[src/rtl/exception_unit.sv]
// Exception controller: latches events, selects one by mask and priority,
// and hands it to the control unit. Optional macro: EXC_PCADJ_EN (epc = pc_cur - 4).
module exception_unit #(
    parameter int WIDTH      = 32,
    parameter int NUM_SRC    = 4,
    parameter int VEC_BASE   = 253,
    parameter int VEC_STRIDE = 1
) (
    input  logic               clock,
    input  logic               reset,
    input  logic [NUM_SRC-1:0] src_evt,
    input  logic [NUM_SRC-1:0] src_mask,
    input  logic [WIDTH-1:0]   pc_cur,
    input  logic               exc_ack,
    input  logic               eret,
    output logic               exc_req,
    output logic               in_handler,
    output logic [NUM_SRC-1:0] pend,
    output logic [WIDTH-1:0]   epc,
    output logic [WIDTH-1:0]   cause,
    output logic [WIDTH-1:0]   vec_addr
);

    localparam int IDXW = (NUM_SRC > 1) ? $clog2(NUM_SRC) : 1;
    localparam logic [WIDTH-1:0] VecBase   = WIDTH'(VEC_BASE);
    localparam logic [WIDTH-1:0] VecStride = WIDTH'(VEC_STRIDE);

    typedef enum logic [1:0] {
        IDLE    = 2'b00,
        REQ     = 2'b01,
        HANDLER = 2'b10
    } stateType;

    stateType           state;
    logic               excReqQ;
    logic               inHandlerQ;
    logic [NUM_SRC-1:0] pendQ;
    logic [NUM_SRC-1:0] active;
    logic [NUM_SRC-1:0] clr;
    logic [IDXW-1:0]    selIdx;
    logic               anyActive;
    logic               accept;
    logic [WIDTH-1:0]   pcCap;
    logic [WIDTH-1:0]   epcQ;
    logic [WIDTH-1:0]   causeQ;

    assign active    = pendQ & src_mask;
    assign anyActive = |active;
    assign accept    = (state == REQ) && exc_ack && anyActive;
    assign clr       = accept ? (NUM_SRC'(1) << selIdx) : '0;

`ifdef EXC_PCADJ_EN
    assign pcCap = pc_cur - WIDTH'(4);
`else
    assign pcCap = pc_cur;
`endif

    // Fixed priority: lowest enabled pending index wins.
    always_comb begin
        selIdx = '0;
        for (int i = NUM_SRC - 1; i >= 0; i--) begin
            if (active[i]) selIdx = IDXW'(i);
        end
    end

    // Pending latch; a same-cycle event beats the accept clear.
    always_ff @(posedge clock) begin
        if (reset) pendQ <= '0;
        else       pendQ <= (pendQ & ~clr) | src_evt;
    end

    // EPC and Cause capture only on accept.
    always_ff @(posedge clock) begin
        if (reset) begin
            epcQ   <= '0;
            causeQ <= '0;
        end else if (accept) begin
            epcQ   <= pcCap;
            causeQ <= WIDTH'(selIdx);
        end
    end

    // Request/handler FSM with registered outputs.
    always_ff @(posedge clock) begin
        if (reset) begin
            state      <= IDLE;
            excReqQ    <= 1'b0;
            inHandlerQ <= 1'b0;
        end else begin
            case (state)
                IDLE: begin
                    if (anyActive) begin
                        state   <= REQ;
                        excReqQ <= 1'b1;
                    end
                end
                REQ: begin
                    if (accept) begin
                        state      <= HANDLER;
                        excReqQ    <= 1'b0;
                        inHandlerQ <= 1'b1;
                    end else if (!anyActive) begin
                        state   <= IDLE;
                        excReqQ <= 1'b0;
                    end
                end
                HANDLER: begin
                    if (eret) begin
                        state      <= IDLE;
                        inHandlerQ <= 1'b0;
                    end
                end
                default: begin
                    state      <= IDLE;
                    excReqQ    <= 1'b0;
                    inHandlerQ <= 1'b0;
                end
            endcase
        end
    end

    assign exc_req    = excReqQ;
    assign in_handler = inHandlerQ;
    assign pend       = pendQ;
    assign epc        = epcQ;
    assign cause      = causeQ;
    assign vec_addr   = VecBase + causeQ * VecStride;

endmodule

[config.mk]
export PLATFORM = sky130hd
export DESIGN_NAME = exception_unit
export DESIGN_NICKNAME = d
export VERILOG_FILES = /design/src/rtl/exception_unit.sv
export SDC_FILE = /design/constraint.sdc
export NUM_CORES = 1
export LEC_CHECK = 0
export ABC_CLOCK_PERIOD_IN_PS = 1590
export BUFFER_PORTS_ARGS = -buffer_cell sky130_fd_sc_hd__buf_2
export CAP_MARGIN = 20
export CORE_UTILIZATION = 37
export DETAILED_ROUTE_END_ITERATION = 12
export PLACE_DENSITY = 0.75
export RECOVER_POWER = 25
export SYNTH_ARGS = -nofsm -noshare
export SYNTH_HDL_FRONTEND = slang
export SYNTH_SLANG_ARGS = --single-unit
[constraint.sdc]
create_clock -name clock -period 1.59 [get_ports clock]
set_clock_uncertainty 0.2 [all_clocks]
set_input_delay 0.318 -clock clock [delete_from_list [all_inputs] [get_ports clock]]
set_output_delay 0.318 -clock clock [all_outputs]
set_load 0.1 [all_outputs]
==> run_results.csv, run 1 <==
group,metric,value,unit
placed_design,routabilityCongestion,0.785,
worst_setup_path,r2r_slack,50,ps
route,drt-vias-per-instance,4.31,
worst_setup_path,setup.worst_path.end_class,"primary output",
floorplanning,fp.dieW,76.9,um
timing,setup_violations,8,
timing,slew_violations,0,
outcome,violations,"setup timing",
logic_synthesis,synth_top_area_cell,"dfxtp_1",
worst_setup_path,cpPeakStageDelay,380,ps
route,route.detailed.drc,0,
logic_synthesis,synth_area_leaders,"dfxtp_1, buf_4, nand2_1, a21oi_1, a21oi_2",
worst_setup_path,required,1070,ps
route,ant_nets,0,
route,highest_layer,"met4",
logic_synthesis,ys_warn_count,0,
placed_design,place_hpwl,3.44,mm
timing,rsz0062_at_grt,"yes",
route,via_count,1814,
timing,final.setup.worst_slack,-140,ps
timing,fin_crit_sh,109,%
floorplanning,die_y,76.9,um
pwr,ir_worst_vdd,687,uV
worst_setup_path,crit_type,"flop to primary output",
route,met3_length,272,um
layout,layout_commonest_cell,"nand2_1",
global_routing,antenna_found_initial,0,
cts,cts_sinks,42,
worst_hold_path,worstHoldStart,"src_evt[1]",
floorplanning,core,5240,um2
global_routing,grt_pass1_vias,1568,
timing,fin_hold_ws,43.9,ps
floorplanning,start_util,39.6,%
timing,fin_setup_tns,-886,ps
layout,drive_gt1_share,41.3,%
global_routing,grt_start_max_net_pins,26,
route,drt-initial-drc-count,29,
worst_setup_path,cp_slowest_cell,"dfxtp_4",
logic_synthesis,synthesis.area,2070,um2
cts,clk_pin_slew,80,ps
route,wirelength_met1,1.94,mm
layout,fin_nets,395,
timing,final_hold_viol_count,0,
worst_setup_path,rr_worst_depth,7,
flow_run,cap_violations,0,
layout,fin_util,58.6,%
cts,numCtsBuffers,5,
pwr,p_per_area,1020,nW/um2
logic_synthesis,synthCells,253,
worst_setup_path,critPathArrivalTime,1210,ps
global_routing,track_usage,15.0,%
cts,cts_root_buffer,"clkbuf_8",
cts,cts_max_path_buffers,2,
cts,cts_tree,"yes",
logic_synthesis,ys_types,25,
cts,clkLatencyLatePin,280,ps
floorplanning,die_area,5910,um2
timing,fin_crit,1730,ps
floorplanning,rows,26,
worst_setup_path,r2r_start,"pend[2]",
worst_setup_path,critical-path-top-delay-family,"buffers and inverters",
route,wl,4.60,mm
logic_synthesis,ys_seq_area_share,40.6,%
pwr,p_leak,0.00134,uW
route,firstDrtPassIters,4,
worst_hold_path,holdPathEnd,"pend[1]",
floorplanning,pin_count,146,
global_routing,grt_overflow_total,0,
placed_design,io_buffers,92,
worst_hold_path,holdPathStages,3,
worst_hold_path,hold_class,"input pin to flop",
logic_synthesis,synth-seq-cells,42,
outcome,outcome,"finished with violations",
logic_synthesis,syn_area_per_cell,8.19,um2
logic_synthesis,synth_top_area_share,40.6,%
worst_setup_path,timing.rr.end,"epc[13]",
worst_setup_path,cp_max_fo,6,
worst_setup_path,cp-start-kind,"flop",
route,wl_per_cell,10.9,um
placed_design,dp_slack,-19.4,ps
route,wl_met2,2.36,mm
global_routing,grt_pass1_wl,7.08,mm
layout,syn_to_final_growth,48.1,%
pwr,power,3150,uW
layout,layout_common_cells,"nand2_1, conb_1, buf_2",
worst_setup_path,cpMostUsedCell,"buf_12",
worst_setup_path,path_buf_inv,3,
layout,antenna_cells,0,
timing,fmaxAchievable,578,MHz
cts,h-tree-depth,2,
worst_setup_path,crit_chain,"ha_4, clkinvlp_4, buf_12, buf_12",
kinds of logic (layout without fill, tap and decap cells):
kind of cell	after synthesis	after routing	synth area share, %
AOI/OAI and AO/OA	51	51	17.1
DFF	42	42	40.6
other	1	53	0.181
adders and majority gates	1	1	0.603
and+or+nand+nor	85	85	16.2
buffers and inverters	73	119	25.3
synthesized netlist by cell type:
library cell and n:
nand3b_1 1, a21oi_2 12, buf_6 4, a2111oi_0 1, nor2_1 7, buf_2 3, o21ai_4 1, a22o_1 2
nand3_1 3, nor2b_1 1, clkbuf_1 5, a32o_1 1, nand2_1 70, buf_4 58, nor3_1 2, inv_1 3
a21oi_1 27, a21boi_4 1, and3b_1 1, a22oi_1 2, dfxtp_1 42, ha_1 1, o21ai_0 1, conb_1 1
a211oi_1 3
worst min-delay path: stages:
cell and delay, ps:
buf_2 70, a21oi_1 30, nor2_1 70
how the worst max path moves through the flow:
stage / startpoint / end / cells past startpoint
floorplan: cause[0] / vec_addr[3] / 3
global placement: src_mask[2] / epc[12] / 6
detailed placement: src_mask[2] / epc[25] / 6
CTS: cause[1] / vec_addr[6] / 4
global route: cause[1] / vec_addr[3] / 4
finish: cause[1] / vec_addr[4] / 4
timing repair:
action	CTS	global route
setup buffers	2	2
gates resized for setup	4	29
hold buffers	0	0
endpoints found under the setup margin	11	40
pin swaps	1	2
hold endpoints to repair	0	0
gates cloned	0	2
metal layers:
metal / global-route usage (%) / vias to the layer above
met3: 3.93 / 4
met2: 27.1 / 71
met1: 17.1 / 832
li1: - / 907
met4: 4.04 / 0
met5: 0 / -
stage by stage:
| stage | area, um2 | cells |
|---|---|---|
| 3_3_place_gp | 2770 | 407 |
| 6_report | 3070 | 421 |
| 4_1_cts | 2920 | 417 |
| 3_5_place_dp | 2770 | 407 |
| 2_1_floorplan | 2370 | 305 |
| 5_1_grt | 3070 | 421 |
registers in the layout, indices dropped and copies added, names as in the netlist:
signal,flops
state,2
cause,2
in_handler,1
pend,4
exc_req,1
epc,32
layout make-up:
cell class | instances | area, um2
Clock buffer | 6 | 72.6
Clock inverter | 2 | 37.5
Multi-Input combinational cell | 190 | 947
Fill cell | 461 | 2170
Sequential cell | 42 | 865
Timing Repair Buffer | 108 | 1040
Inverter | 3 | 17.5
Tap cell | 70 | 87.6
power by group:
part | switching [uW] | internal (uW)
combinational | 973 | 221
clock | 352 | 468
sequential | 41.3 | 1090
Power figures use the tool's default switching activity.
==> run 2, diff against run 1 <==
--- a/config.mk
+++ b/config.mk
@@ -8,10 +8,11 @@
 export ABC_CLOCK_PERIOD_IN_PS = 1590
 export BUFFER_PORTS_ARGS = -buffer_cell sky130_fd_sc_hd__buf_2
 export CAP_MARGIN = 20
-export CORE_UTILIZATION = 37
+export CORE_UTILIZATION = 35
 export DETAILED_ROUTE_END_ITERATION = 12
-export PLACE_DENSITY = 0.75
+export PLACE_DENSITY = 0.72
 export RECOVER_POWER = 25
+export SETUP_SLACK_MARGIN = 0.4
 export SYNTH_ARGS = -nofsm -noshare
 export SYNTH_HDL_FRONTEND = slang
 export SYNTH_SLANG_ARGS = --single-unit
==> run_results.csv, run 2 (synthesized netlist as in run 1, its figures left out) <==
group,metric,value,unit
worst_hold_path,worstHoldStart,"src_evt[1]",
worst_setup_path,crit_chain,"and3b_1, a21boi_4, buf_12, buf_12, buf_8, nand2_1, a21oi_2",
placed_design,routabilityCongestion,0.775,
route,route.detailed.drc,0,
route,wl,8.78,mm
timing,fin_crit,1810,ps
timing,final_hold_viol_count,0,
layout,final_cells,478,
global_routing,grt_start_max_net_pins,27,
cts,cts_tree,"yes",
floorplanning,fp.dieW,79.0,um
cts,cts_sinks,42,
worst_hold_path,hold_class,"input pin to flop",
worst_setup_path,cpMostUsedCell,"buf_12",
worst_setup_path,critPathArrivalTime,1840,ps
flow_run,cap_violations,0,
worst_setup_path,r2r_start,"state[0]",
route,via_count,2218,
worst_setup_path,timing.rr.end,"epc[26]",
placed_design,dpl_cell_area,2860,um2
route,drt-initial-drc-count,62,
placed_design,place_hpwl,3.55,mm
global_routing,track_usage,22.6,%
pwr,ir_worst_vdd,449,uV
worst_setup_path,r2r_slack,-220,ps
worst_setup_path,required,1620,ps
layout,final.fill_count,283,
worst_hold_path,holdPathEnd,"pend[1]",
outcome,violations,"setup timing",
pwr,p_per_area,741,nW/um2
placed_design,io_buffers,92,
timing,fin_hold_ws,29.2,ps
timing,final.setup.worst_slack,-216,ps
timing,fmaxAchievable,554,MHz
timing,rsz0062_at_grt,"yes",
floorplanning,core,5610,um2
layout,antenna_cells,0,
route,firstDrtPassIters,4,
worst_setup_path,cp_max_fo,5,
timing,slew_violations,0,
route,ant_nets,0,
outcome,outcome,"finished with violations",
layout,layout_common_cells,"buf_12, conb_1, nand2_4, buf_2, buf_4",
global_routing,grt_overflow_total,0,
cts,clk_pin_slew,90,ps
worst_setup_path,setup.worst_path.end_class,"flop",
floorplanning,start_util,37.0,%
layout,drive_gt1_share,79.8,%
worst_setup_path,rr_worst_depth,7,
layout,fin_nets,450,
timing,setup_violations,43,
cts,cts_max_path_buffers,2,
cts,cts_root_buffer,"clkbuf_8",
floorplanning,rows,27,
route,drt-vias-per-instance,4.64,
worst_setup_path,critical-path-top-delay-family,"compound AO/OA/AOI/OAI gates",
layout,syn_to_final_growth,121,%
worst_setup_path,crit_type,"flop to flop",
cts,clkLatencyLatePin,300,ps
worst_setup_path,cp_slowest_cell,"dfxtp_4",
worst_setup_path,path_buf_inv,3,
placed_design,dp_slack,-33.5,ps
route,wl_per_cell,18.4,um
timing,fin_crit_sh,114,%
cts,ctsHoldBuffers,0,
floorplanning,die_area,6240,um2
global_routing,grt_pass1_wl,10.8,mm
layout,layout_commonest_cell,"buf_12",
global_routing,antenna_found_initial,0,
cts,h-tree-depth,2,
layout,largest_reg_flops,32,
worst_setup_path,cpPeakStageDelay,400,ps
floorplanning,pin_count,146,
placed_design,place_inst,410,
cts,numCtsBuffers,5,
layout,final_cell_area,4590,um2
pwr,power,3400,uW
worst_hold_path,holdPathStages,3,
worst_setup_path,cp-startpoint,"state[0]",
pwr,p_leak,0.00207,uW
worst_setup_path,cp-start-kind,"flop",
global_routing,grt_pass1_vias,2120,
floorplanning,die_y,79.0,um
-- run 2: cell types whose count changed in the layout (fill, tap and decap cells not counted), moves of 6 or more --
cell	before	now
dfxtp_4	6	28
a21oi_2	13	36
clkbuf_4	24	3
dfxtp_2	1	14
dfxtp_1	35	0
buf_4	11	43
nand2_4	0	43
buf_12	25	54
buf_6	0	12
nand2_2	0	13
buf_16	0	6
a21oi_1	26	2
nand2_1	70	14
-- run 2: layer usage --
metal	routed length (um)	part of all wire [%]	GRT usage [%]
met1	3060	35	23.2
met2	4930	56	44.1
met3	379	4.3	4.83
met4	408	4.6	8.00
met5	0	0	0
-- run 2: final cells by class --
| type | instances | area [um2] | area share, % |
|---|---|---|---|
| clock buffers | 5 | 68.8 | 1.50 |
| multi-input cells | 190 | 1450 | 31.7 |
| flip-flops and latches | 42 | 963 | 21.0 |
| repair buffers | 163 | 1970 | 43.0 |
| well taps | 72 | 90.1 | 1.96 |
| clock inverters | 3 | 21.3 | 0.464 |
| inverters | 3 | 17.5 | 0.382 |
-- run 2: worst register-to-register path, stage by stage, from the launching register on --
cell and delay, ps:
dfxtp_4 400, and3b_1 240, a21boi_4 250, buf_12 140, buf_12 100, buf_8 120
nand2_1 100, a21oi_2 180
-- run 2: stage by stage --
step,util (%),TNS [ps]
6_report,81.8,-4660
3_5_place_dp,51.0,-68.3
2_1_floorplan,-,-4690
3_3_place_gp,51.0,0
5_1_grt,81.8,-6130
4_1_cts,72.8,-1110
-- run 2: power breakdown --
group / switching [uW] / leakage [uW] / internal (uW)
Sequential: 55.5 / 0.000369 / 1070
Combinational: 1130 / 0.00166 / 426
Clock: 410 / 0.0000441 / 309
-- run 2: timing repair --
item | 4_1_cts | 5_1_grt
gates resized for setup | 199 | 100
setup endpoints to repair | 91 | 91
pin swaps | 33 | 52
buffers inserted | 27 | 27
cloned | 6 | 0
-- run 2: worst max path at each step --
stage / to / cells past startpoint
3_3_place_gp: epc[27] / 6
5_1_grt: epc[26] / 7
3_5_place_dp: epc[2] / 6
6_report: epc[26] / 7
4_1_cts: vec_addr[5] / 4
2_1_floorplan: vec_addr[3] / 3
